### src/rtl/demux_regbank_mux.sv
// rtl/demux_regbank_mux.sv - flat-vector read mux selecting one width-bit entry of 2**selbits
module demux_regbank_mux #(
   parameter int selbits = 3,
   parameter int width   = 8
) (
   input  logic [(2**selbits)*width-1:0] data,
   input  logic [selbits-1:0]            sel,
   output logic [width-1:0]              q
);

   localparam int n = 2**selbits;

   always_comb begin
      q = '0;
      for (int i = 0; i < n; i++) begin
         if (sel == selbits'(i)) q = data[i*width +: width];
      end
   end

endmodule

### src/rtl/demux_regbank.sv
// rtl/demux_regbank.sv - write demux into 2**selbits registers via a one-entry pending stage with read bypass
module demux_regbank #(
   parameter int selbits = 3,
   parameter int width   = 8
) (
   input  logic                          clk,
   input  logic                          reset,
   input  logic                          wr_valid,
   output logic                          wr_ready,
   input  logic [selbits-1:0]            wr_sel,
   input  logic [width-1:0]              wr_data,
   input  logic                          hold,
   input  logic                          clr_valid,
   input  logic [selbits-1:0]            rd_sel,
   output logic [width-1:0]              rd_data,
   output logic                          rd_hit,
   output logic [(2**selbits)-1:0]       valid_map,
   output logic [(2**selbits)*width-1:0] out_flat
);

   localparam int n = 2**selbits;

   logic [width-1:0]   entry [n];
   logic [n-1:0]       valid_q;
   logic [n-1:0]       valid_next;
   logic               pend_vld;
   logic [selbits-1:0] pend_sel;
   logic [width-1:0]   pend_data;
   logic               accept;
   logic               commit;
   logic [width-1:0]   entry_rd;

   assign wr_ready = !reset && (!pend_vld || !hold);
   assign accept   = wr_valid && wr_ready;
   assign commit   = pend_vld && !hold;

   // A commit on the same edge as clr_valid keeps its own valid bit.
   always_comb begin
      valid_next = clr_valid ? '0 : valid_q;
      if (commit) valid_next[pend_sel] = 1'b1;
   end

   always_ff @(posedge clk) begin
      if (reset) begin
         for (int i = 0; i < n; i++) entry[i] <= '0;
         valid_q   <= '0;
         pend_vld  <= 1'b0;
         pend_sel  <= '0;
         pend_data <= '0;
      end else begin
         valid_q <= valid_next;
         if (commit) entry[pend_sel] <= pend_data;
         if (accept) begin
            pend_vld  <= 1'b1;
            pend_sel  <= wr_sel;
            pend_data <= wr_data;
         end else if (commit) begin
            pend_vld <= 1'b0;
         end
      end
   end

   always_comb begin
      out_flat = '0;
      for (int i = 0; i < n; i++) out_flat[i*width +: width] = entry[i];
   end

   assign valid_map = valid_q;

   demux_regbank_mux #(
      .selbits(selbits),
      .width  (width)
   ) u_rd_mux (
      .data(out_flat),
      .sel (rd_sel),
      .q   (entry_rd)
   );

   // Pending write shadows the committed entry on the read port only.
   always_comb begin
      if (pend_vld && pend_sel == rd_sel) begin
         rd_data = pend_data;
         rd_hit  = 1'b1;
      end else begin
         rd_data = entry_rd;
         rd_hit  = valid_q[rd_sel];
      end
   end

endmodule

### config.mk
export PLATFORM = sky130hd
export DESIGN_NAME = demux_regbank
export DESIGN_NICKNAME = d
export VERILOG_FILES = /design/src/rtl/demux_regbank_mux.sv /design/src/rtl/demux_regbank.sv
export SDC_FILE = /design/constraint.sdc
export NUM_CORES = 1
export LEC_CHECK = 0
export ABC_AREA = 0
export CELL_PAD_IN_SITES_DETAIL_PLACEMENT = 1
export CELL_PAD_IN_SITES_GLOBAL_PLACEMENT = 2
export CORE_MARGIN = 4
export CORE_UTILIZATION = 31
export DETAILED_ROUTE_END_ITERATION = 12
export GPL_ROUTABILITY_DRIVEN = 0
export PLACE_DENSITY = 0.85
export SLEW_MARGIN = 10
export SYNTH_ARGS = -nofsm -noshare
export SYNTH_HDL_FRONTEND = slang
export SYNTH_SLANG_ARGS = --single-unit
export TNS_END_PERCENT = 50
### constraint.sdc
create_clock -name clk -period 2 [get_ports clk]
set_clock_uncertainty 0.05 [all_clocks]
set_input_delay 0.2 -clock clk [delete_from_list [all_inputs] [get_ports clk]]
set_output_delay 0.2 -clock clk [all_outputs]
set_load 0.02 [all_outputs]
==> run_results.csv, run 1 <==
group,metric,value,unit
timing,timing.hold.ws,360,ps
layout,diodes,0,
synth,syn-num-nets,355,
layout,fillers,1300,
placement,port_buffers,100,
setup_path,startpoint_type,"flip-flop",
grt,grt_max_degree,25,
synth,synth_area,0.00397,sq mm
setup_path,cp-startpoint,"pend_sel[0]$_SDFFE_PP0P_",
run,cap_viol_max_count,0,
clocking,clk_pin_slew,60,ps
power,p_leak,0.00244,uW
route,avgRoutedWirePerCell,22.8,microns
grt,grt_pass1_wl,22.6,mm
layout,mostFrequentLayoutCell,"clkdlybuf4s50_1",
synth,synthTopCellsByArea,"edfxtp_1 (48%), and2_1 (10%), dfxtp_1 (10%)",
clocking,cts_max_path_buffers,2,
setup_path,reg2reg_depth,4,
timing,tightest_slew,497,ps
route,drc,0,
worst_hold_path,min_from,"wr_sel[1]",
layout,nets,501,
synth,yosysTopAreaCellShare,0.484,
synth,synth_top_area_cell,"edfxtp_1",
floorplan,fp-row-count,41,
setup_path,arrival,1750,ps
timing,slew_viol_final,0,
synth,avgSynthCellArea,11.8,sq um
clocking,clock_sinks,84,
power,finalPower,4280,uW
layout,syn_to_final_growth,53.8,%
timing,setup_viol,0,
clocking,cts_buffers,9,
floorplan,die_y,121,microns
floorplan,die_area,0.0147,sq mm
placement,dp_hpwl,10.7,mm
setup_path,critical_path_class,"reg -> out",
grt,antenna_found_initial,0,
run_status,status,"complete, no violations",
clocking,clk-insertion-delay-late,340,ps
synth,ys_ff_latch,84,
floorplan,io_pins,101,
floorplan,dieWidth,121,microns
layout,multi_input_area,0.00175,sq mm
grt,grt_pass1_vias,3687,
clocking,cts_tree,"done",
worst_hold_path,min_path_cells,3,
layout,regArea,0.00233,sq mm
timing,max_freq,500,MHz
timing,fin_crit_sh,0.999,
layout,drive_gt1_frac,0.269,
floorplan,initial_core_util,0.316,
setup_path,regToRegStartpoint,"pend_sel[0]$_SDFFE_PP0P_",
setup_path,required,1750,ps
route,postRouteAntennaNets,0,
clocking,root_buffer,"clkbuf_16",
synth,seq_area_frac_synth,0.585,
power,powerDensity,702,mW/mm^2
layout,mostFrequentLayoutCells,"clkdlybuf4s50_1 (88), and2_1 (65), edfxtp_1 (64)",
grt,overflow,0,
synth,syn_inst,336,
worst_hold_path,hold_class,"in -> reg",
synth,synth_cell_types,29,
clocking,htree_levels,3,
power,vdd_drop_max,455,uV
timing,grt_setup_unrepaired,"true",
route,firstDrtPassIters,5,
setup_path,crit_path_end_kind,"output port",
route,wirelength,15.1,mm
route,viasPerCell,5.09,
timing,fin_crit,2000,ps
route,drtIter0Drc,244,
synth,ys_warn_count,0,
timing,slew_headroom,0.668,
grt,track_usage,0.211,
timing,finalHoldViolCount,0,
setup_path,path_max_fanout,5,
floorplan,core,0.0126,sq mm
route,vias,3355,
==> power by group <==
| group | switching (uW) | internal (uW) | total (uW) |
|---|---|---|---|
| sequential | 73.3 | 1940 | 2020 |
| clock | 678 | 834 | 1510 |
| combinational | 392 | 366 | 758 |
| total | 1140 | 3140 | 4280 |
==> per-stage QoR <==
step / cell area [sq um] / worst slack, ps / std cells / TNS, ps / utilization
3_5_place_dp: 5430 / -711 / 631 / -6000 / 0.432
3_3_place_gp: 5430 / -673 / 631 / -5620 / 0.432
6_report: 6110 / 1.35 / 659 / 0 / 0.486
2_1_floorplan: 3970 / 355 / 336 / 0 / -
5_1_grt: 6110 / -40.7 / 659 / -269 / 0.486
4_1_cts: 6060 / 9.07 / 659 / 0 / 0.482
==> synth_stat cells <==
master     instances
a21oi_1           26
nand3_1            1
and4_1             1
a2bb2oi_1          8
nor2_4             2
nand2b_1          10
or4_4              1
and2_1            65
mux2_2             3
nand2_1           25
buf_6              3
edfxtp_1          64
dfxtp_1           20
mux4_2             2
buf_2              5
o32ai_1            8
nor2_1            17
a22o_1             8
or2_2              8
a21o_1             8
clkbuf_1           8
buf_4              3
mux2i_1            8
nor2b_1            2
xnor2_1            3
nand3b_1          13
mux2_1             5
o22ai_1            8
a211o_1            1
==> routing by layer <==
layer,vias up,GRT usage,part of all wire
met2,145,0.362,0.51
met5,-,0,0
met1,1670,0.255,0.39
li1,1504,-,-
met3,36,0.0480,0.066
met4,0,0.0882,0.041
==> state kept, by name, summed over array words and instances, names as in the netlist <==
register and flops:
valid_map 8, pend_data 8, pend_sel 3, entry 64, pend_vld 1
==> path summary, 6_finish.rpt <==
check,endpoint,slack [ps]
max,rd_data[3],1
min,pend_sel[1]$_SDFFE_PP0P_,360
max reg2reg,entry[4][1]$_SDFFCE_PN0P_,220
min reg2reg,valid_map[6]$_SDFF_PP0_,450
==> cells by family (layout without fill, tap and decap cells) <==
group	Yosys count	count (layout)	share of synthesized area
AND/OR/NAND/NOR	145	145	0.210
multiplexers	18	18	0.0542
XOR/XNOR	3	3	0.00662
buffers and inverters	19	170	0.0281
AO/OA/AOI/OAI	67	67	0.116
flip-flops	84	84	0.585
==> area by class of cell <==
cell class | count | area share
Sequential cell | 84 | 0.381
Multi-Input combinational cell | 233 | 0.286
Timing Repair Buffer | 154 | 0.255
Clock buffer | 11 | 0.0381
Tap cell | 172 | 0.0352
Clock inverter | 5 | 0.00471
==> critical path, cell delays in order, from the launching register on <==
cell and delay, ps:
dfxtp_2 350, xnor2_2 160, and4_4 360, buf_12 150, a21oi_2 40, a22o_1 210
buf_6 140
==> what timing repair did <==
item                       CTS  global route
setup endpoints to repair    9             8
pin swaps                   12             4
hold buffers                 0             0
gates cloned                 4             0
buffers inserted             8             0
gates resized for setup     96            11
Note: power is estimated with default switching activity, not from simulation.
==> run 2, diff against run 1 <==
CORE_MARGIN = 5   (was 4)
==> run_results.csv, run 2 (same netlist as run 1, synthesis figures left out) <==
group,metric,value,unit
floorplan,dieWidth,123,microns
floorplan,io_pins,101,
clocking,htree_levels,3,
layout,syn_to_final_growth,57.3,%
power,powerDensity,717,mW/mm^2
setup_path,required,1750,ps
route,postRouteAntennaNets,0,
setup_path,r2r_slack,210,ps
route,avgRoutedWirePerCell,23.3,microns
layout,diodes,0,
setup_path,cp_cell_sequence,"dlygate4sd2_1 -> buf_6 -> buf_12 -> mux2i_2 -> a2bb2oi_4 -> o32ai_1 -> a22o_4 -> buf_6",
route,firstDrtPassIters,4,
clocking,cts_buffers,9,
floorplan,die_area,0.0152,sq mm
layout,fillers,1290,
power,finalPower,4480,uW
clocking,cts_tree,"done",
clocking,root_buffer,"clkbuf_16",
run,cap_viol_max_count,0,
layout,nets,509,
clocking,clk_pin_slew,60,ps
grt,overflow,0,
timing,slew_headroom,0.645,
floorplan,die_y,123,microns
power,vdd_drop_max,379,uV
setup_path,reg2reg_depth,4,
setup_path,crit_path_end_kind,"output port",
timing,tightest_slew,530,ps
setup_path,critical_path_class,"in -> out",
layout,top_register,"entry",
worst_hold_path,whs_endpoint,"pend_sel[1]$_SDFFE_PP0P_",
route,drc,0,
layout,regArea,0.00233,sq mm
setup_path,crit_slowest_cell,"mux2i_2",
setup_path,arrival,1740,ps
clocking,clock_sinks,84,
timing,fin_crit,1990,ps
layout,multi_input_area,0.00182,sq mm
power,p_leak,0.00250,uW
floorplan,core,0.0126,sq mm
timing,max_freq,502,MHz
setup_path,startpoint_type,"input port",
timing,finalHoldViolCount,0,
route,drtIter0Drc,310,
floorplan,initial_core_util,0.316,
setup_path,crit_top_cell,"buf_6",
setup_path,regToRegStartpoint,"pend_sel[0]$_SDFFE_PP0P_",
setup_path,cpPeakStageDelay,310,ps
setup_path,r2r_end,"entry[0][5]$_SDFFCE_PN0P_",
run_status,status,"complete, no violations",
layout,mostFrequentLayoutCells,"clkdlybuf4s50_1 (88), and2_1 (65), edfxtp_1 (64)",
route,wirelength,15.5,mm
grt,track_usage,0.208,
grt,grt_pass1_wl,22.8,mm
timing,grt_setup_unrepaired,"true",
grt,grt_max_degree,26,
clocking,clk-insertion-delay-late,340,ps
timing,setup_viol,0,
timing,slew_viol_final,0,
grt,grt_pass1_vias,3694,
placement,port_buffers,100,
worst_hold_path,min_from,"wr_sel[1]",
floorplan,fp-row-count,41,
clocking,cts_max_path_buffers,2,
layout,mostFrequentLayoutCell,"clkdlybuf4s50_1",
placement,dp_hpwl,11.0,mm
clocking,hold_buffers,0,
worst_hold_path,min_path_cells,3,
layout,instances_no_fill,667,
placement,dpl_worst_slack,-737,ps
setup_path,path_max_fanout,7,
route,vias,3423,
timing,postLayoutSetupSlackWorst,7.59,ps
timing,fin_crit_sh,0.996,
placement,dp_cells,639,
route,viasPerCell,5.13,
worst_hold_path,hold_class,"in -> reg",
layout,drive_gt1_frac,0.287,
layout,largest_reg_flops,64,
grt,antenna_found_initial,0,
[run 2: final cells by class]
class / count / area share
timing repair buffer: 162 / 0.252
tap: 172 / 0.0345
sequential: 84 / 0.373
multi-input combinational: 233 / 0.292
clock inverter: 7 / 0.0120
clock buffer: 9 / 0.0361
[run 2: how the worst max path moves through the flow]
| stage | startpoint | to | slack, ps | depth (start not counted) |
|---|---|---|---|---|
| floorplan | pend_sel[0]$_SDFFE_PP0P_ | entry[0][0]$_SDFFCE_PN0P_ | 350 | 3 |
| global placement | rd_sel[0] | rd_data[1] | -710 | 8 |
| detailed placement | rd_sel[0] | rd_data[1] | -740 | 8 |
| CTS | pend_sel[1]$_SDFFE_PP0P_ | rd_hit | -5 | 6 |
| global route | entry[5][5]$_SDFFCE_PN0P_ | rd_data[5] | -70 | 5 |
| finish | rd_sel[0] | rd_data[1] | 8 | 8 |
[run 2: critical path: cells and delay by family]
family	cells	cell delay (ps)
buffers and inverters	4	660
AOI/OAI and AO/OA	3	570
muxes	1	310
[run 2: where the power goes]
group / total, uW / switching, uW / internal (uW)
clock: 1690 / 716 / 972
combinational: 774 / 402 / 372
sequential: 2020 / 74.5 / 1940
[run 2: metrics by stage]
| step | TNS [ps] | area, sq um | utilization | hold WS, ps |
|---|---|---|---|---|
| global route | -198 | 6240 | 0.497 | 353 |
| floorplan | 0 | 3970 | - | 249 |
| CTS | -5.02 | 6160 | 0.490 | 356 |
| global placement | -5870 | 5500 | 0.438 | 480 |
| finish | 0 | 6240 | 0.497 | 347 |
| detailed placement | -5940 | 5500 | 0.438 | 500 |
[run 2: what timing repair did]
item	4_1_cts	5_1_grt
gates resized for setup	90	23
buffers inserted	6	4
setup endpoints to repair	9	9
pin swaps	6	7
gates cloned	4	0
[run 2: per-layer routing]
metal | track usage | vias to the layer above | wire length [microns]
met1 | 0.261 | 1702 | 6170
met2 | 0.343 | 151 | 7570
li1 | - | 1525 | -
met4 | 0.0810 | 0 | 635
met3 | 0.0544 | 45 | 1130
met5 | 0 | - | 0
==> run 3, diff against run 2 <==
--- a/config.mk
+++ b/config.mk
@@ -8,2 +8,3 @@
 export ABC_AREA = 0
+export CAP_MARGIN = 15
 export CELL_PAD_IN_SITES_DETAIL_PLACEMENT = 1
==> constraint.sdc (replaced) <==
create_clock -name clk -period 2 [get_ports clk]
set_clock_uncertainty 0.05 [all_clocks]
set_input_delay 0.3 -clock clk [delete_from_list [all_inputs] [get_ports clk]]
set_output_delay 0.3 -clock clk [all_outputs]
set_load 0.02 [all_outputs]
==> run_results.csv, run 3 (same netlist as run 1, synthesis figures left out) <==
group,metric,value,unit
setup_path,startpoint_type,"input port",
layout,fillers,1301,
layout,diodes,0,
floorplan,core,0.0126,sq mm
setup_path,cpPeakStageDelay,280,ps
placement,dp_cells,667,
timing,timing.hold.ws,432,ps
timing,grt_setup_unrepaired,"true",
clocking,clock_sinks,84,
layout,syn_to_final_growth,63.1,%
setup_path,crit_slowest_cell,"mux2i_1",
route,viasPerCell,5.13,
layout,multi_input_area,0.00173,sq mm
floorplan,die_y,123,microns
clocking,cts_buffers,9,
clocking,root_buffer,"clkbuf_16",
route,avgRoutedWirePerCell,23.3,microns
clocking,hold_buffers,0,
grt,track_usage,0.215,
timing,setup_tns,-648,ps
floorplan,dieWidth,123,microns
route,drtIter0Drc,317,
layout,instances_no_fill,694,
run_status,violations,"setup timing",
setup_path,arrival,1780,ps
layout,top_register,"entry",
layout,fin_util,0.515,
power,powerDensity,746,mW/mm^2
clocking,clk_pin_slew,60,ps
route,wirelength,16.2,mm
power,p_leak,0.00268,uW
clocking,cts_tree,"done",
grt,grt_pass1_wl,23.5,mm
setup_path,critical_path_class,"in -> out",
setup_path,critPathBufInv,5,
clocking,cts_max_path_buffers,2,
setup_path,cp_cell_sequence,"buf_2 -> buf_8 -> buf_6 -> buf_8 -> mux2i_1 -> a2bb2oi_2 -> o32ai_2 -> a22o_1 -> buf_6",
placement,port_buffers,100,
timing,fin_crit,2130,ps
floorplan,fp-row-count,41,
timing,slew_viol_final,0,
grt,grt_max_degree,25,
layout,drive_gt1_frac,0.322,
run_status,status,"complete, but fails checks",
layout,regArea,0.00233,sq mm
power,vdd_drop_max,476,uV
route,firstDrtPassIters,5,
setup_path,path_max_fanout,8,
setup_path,crit_path_end_kind,"output port",
clocking,htree_levels,3,
placement,dp_hpwl,11.2,mm
grt,grt_pass1_vias,3900,
timing,max_freq,469,MHz
timing,slew_headroom,0.663,
timing,setup_viol,9,
floorplan,initial_core_util,0.316,
route,postRouteAntennaNets,0,
clocking,clk-insertion-delay-late,350,ps
grt,antenna_found_initial,0,
layout,mostFrequentLayoutCell,"clkdlybuf4s50_1",
floorplan,die_area,0.0152,sq mm
setup_path,crit_family,"buffers and inverters",
setup_path,required,1650,ps
timing,tightest_slew,504,ps
floorplan,io_pins,101,
route,vias,3560,
grt,overflow,0,
route,drc,0,
timing,fin_crit_sh,1.07,
run,cap_viol_max_count,0,
layout,largest_reg_flops,64,
layout,mostFrequentLayoutCells,"clkdlybuf4s50_1 (87), buf_4 (73), and2_1 (65)",
timing,finalHoldViolCount,0,
worst_hold_path,hold_class,"in -> reg",
timing,postLayoutSetupSlackWorst,-134,ps
layout,nets,536,
## run 3: cell count changes in the layout (fill, tap and decap cells not counted), moves of 4 or more
cell	previous run	this run
buf_4	50	73
o22ai_2	2	6
o22ai_1	6	2
buf_6	11	16
mux2i_4	5	1
## run 3: cell type report
type / instances / share of cell area
multi-input cells: 233 / 0.267
flip-flops and latches: 84 / 0.360
well taps: 172 / 0.0332
clock inverters: 5 / 0.0166
repair buffers: 189 / 0.284
clock buffers: 11 / 0.0390
## run 3: layer usage
layer / GRT usage / part of all wire
met1: 0.254 / 0.38
met3: 0.0517 / 0.073
met4: 0.102 / 0.032
met5: 0 / 0
met2: 0.367 / 0.51
## run 3: metrics by stage
step / setup WS (ps) / total power, uW / area (sq um)
2_1_floorplan: 281 / 2340 / 3970
3_3_place_gp: -848 / 2720 / 5700
3_5_place_dp: -853 / 2730 / 5700
4_1_cts: -47.8 / 4790 / 6420
5_1_grt: -174 / 4960 / 6470
6_report: -134 / 4830 / 6470
## run 3: where the power goes
group,switching [uW],internal [uW]
Sequential,73.2,1940
Combinational,406,398
Clock,720,1290
## run 3: worst register-to-register path, stage by stage (launching register included)
cell and delay (ps):
dfxtp_4 350, buf_4 140, or4_4 570, nor2_4 120
or2_2 240
## run 3: what timing repair did
action | CTS | global route
pin swaps | 18 | 2
setup buffers | 6 | 1
cloned | 4 | 0
gates resized for setup | 112 | 6
setup endpoints to repair | 10 | 9
## run 3: worst paths after layout
| path | startpoint | end | slack, ps | cells past startpoint |
|---|---|---|---|---|
| worst min-delay path | wr_sel[1] | pend_sel[1]$_SDFFE_PP0P_ | 430 | 3 |
| worst max register to register | pend_sel[0]$_SDFFE_PP0P_ | entry[4][7]$_SDFFCE_PN0P_ | 210 | 4 |
| worst max-delay path | rd_sel[0] | rd_data[7] | -130 | 9 |
| worst min register to register | valid_map[0]$_SDFF_PP0_ | valid_map[0]$_SDFF_PP0_ | 500 | 2 |
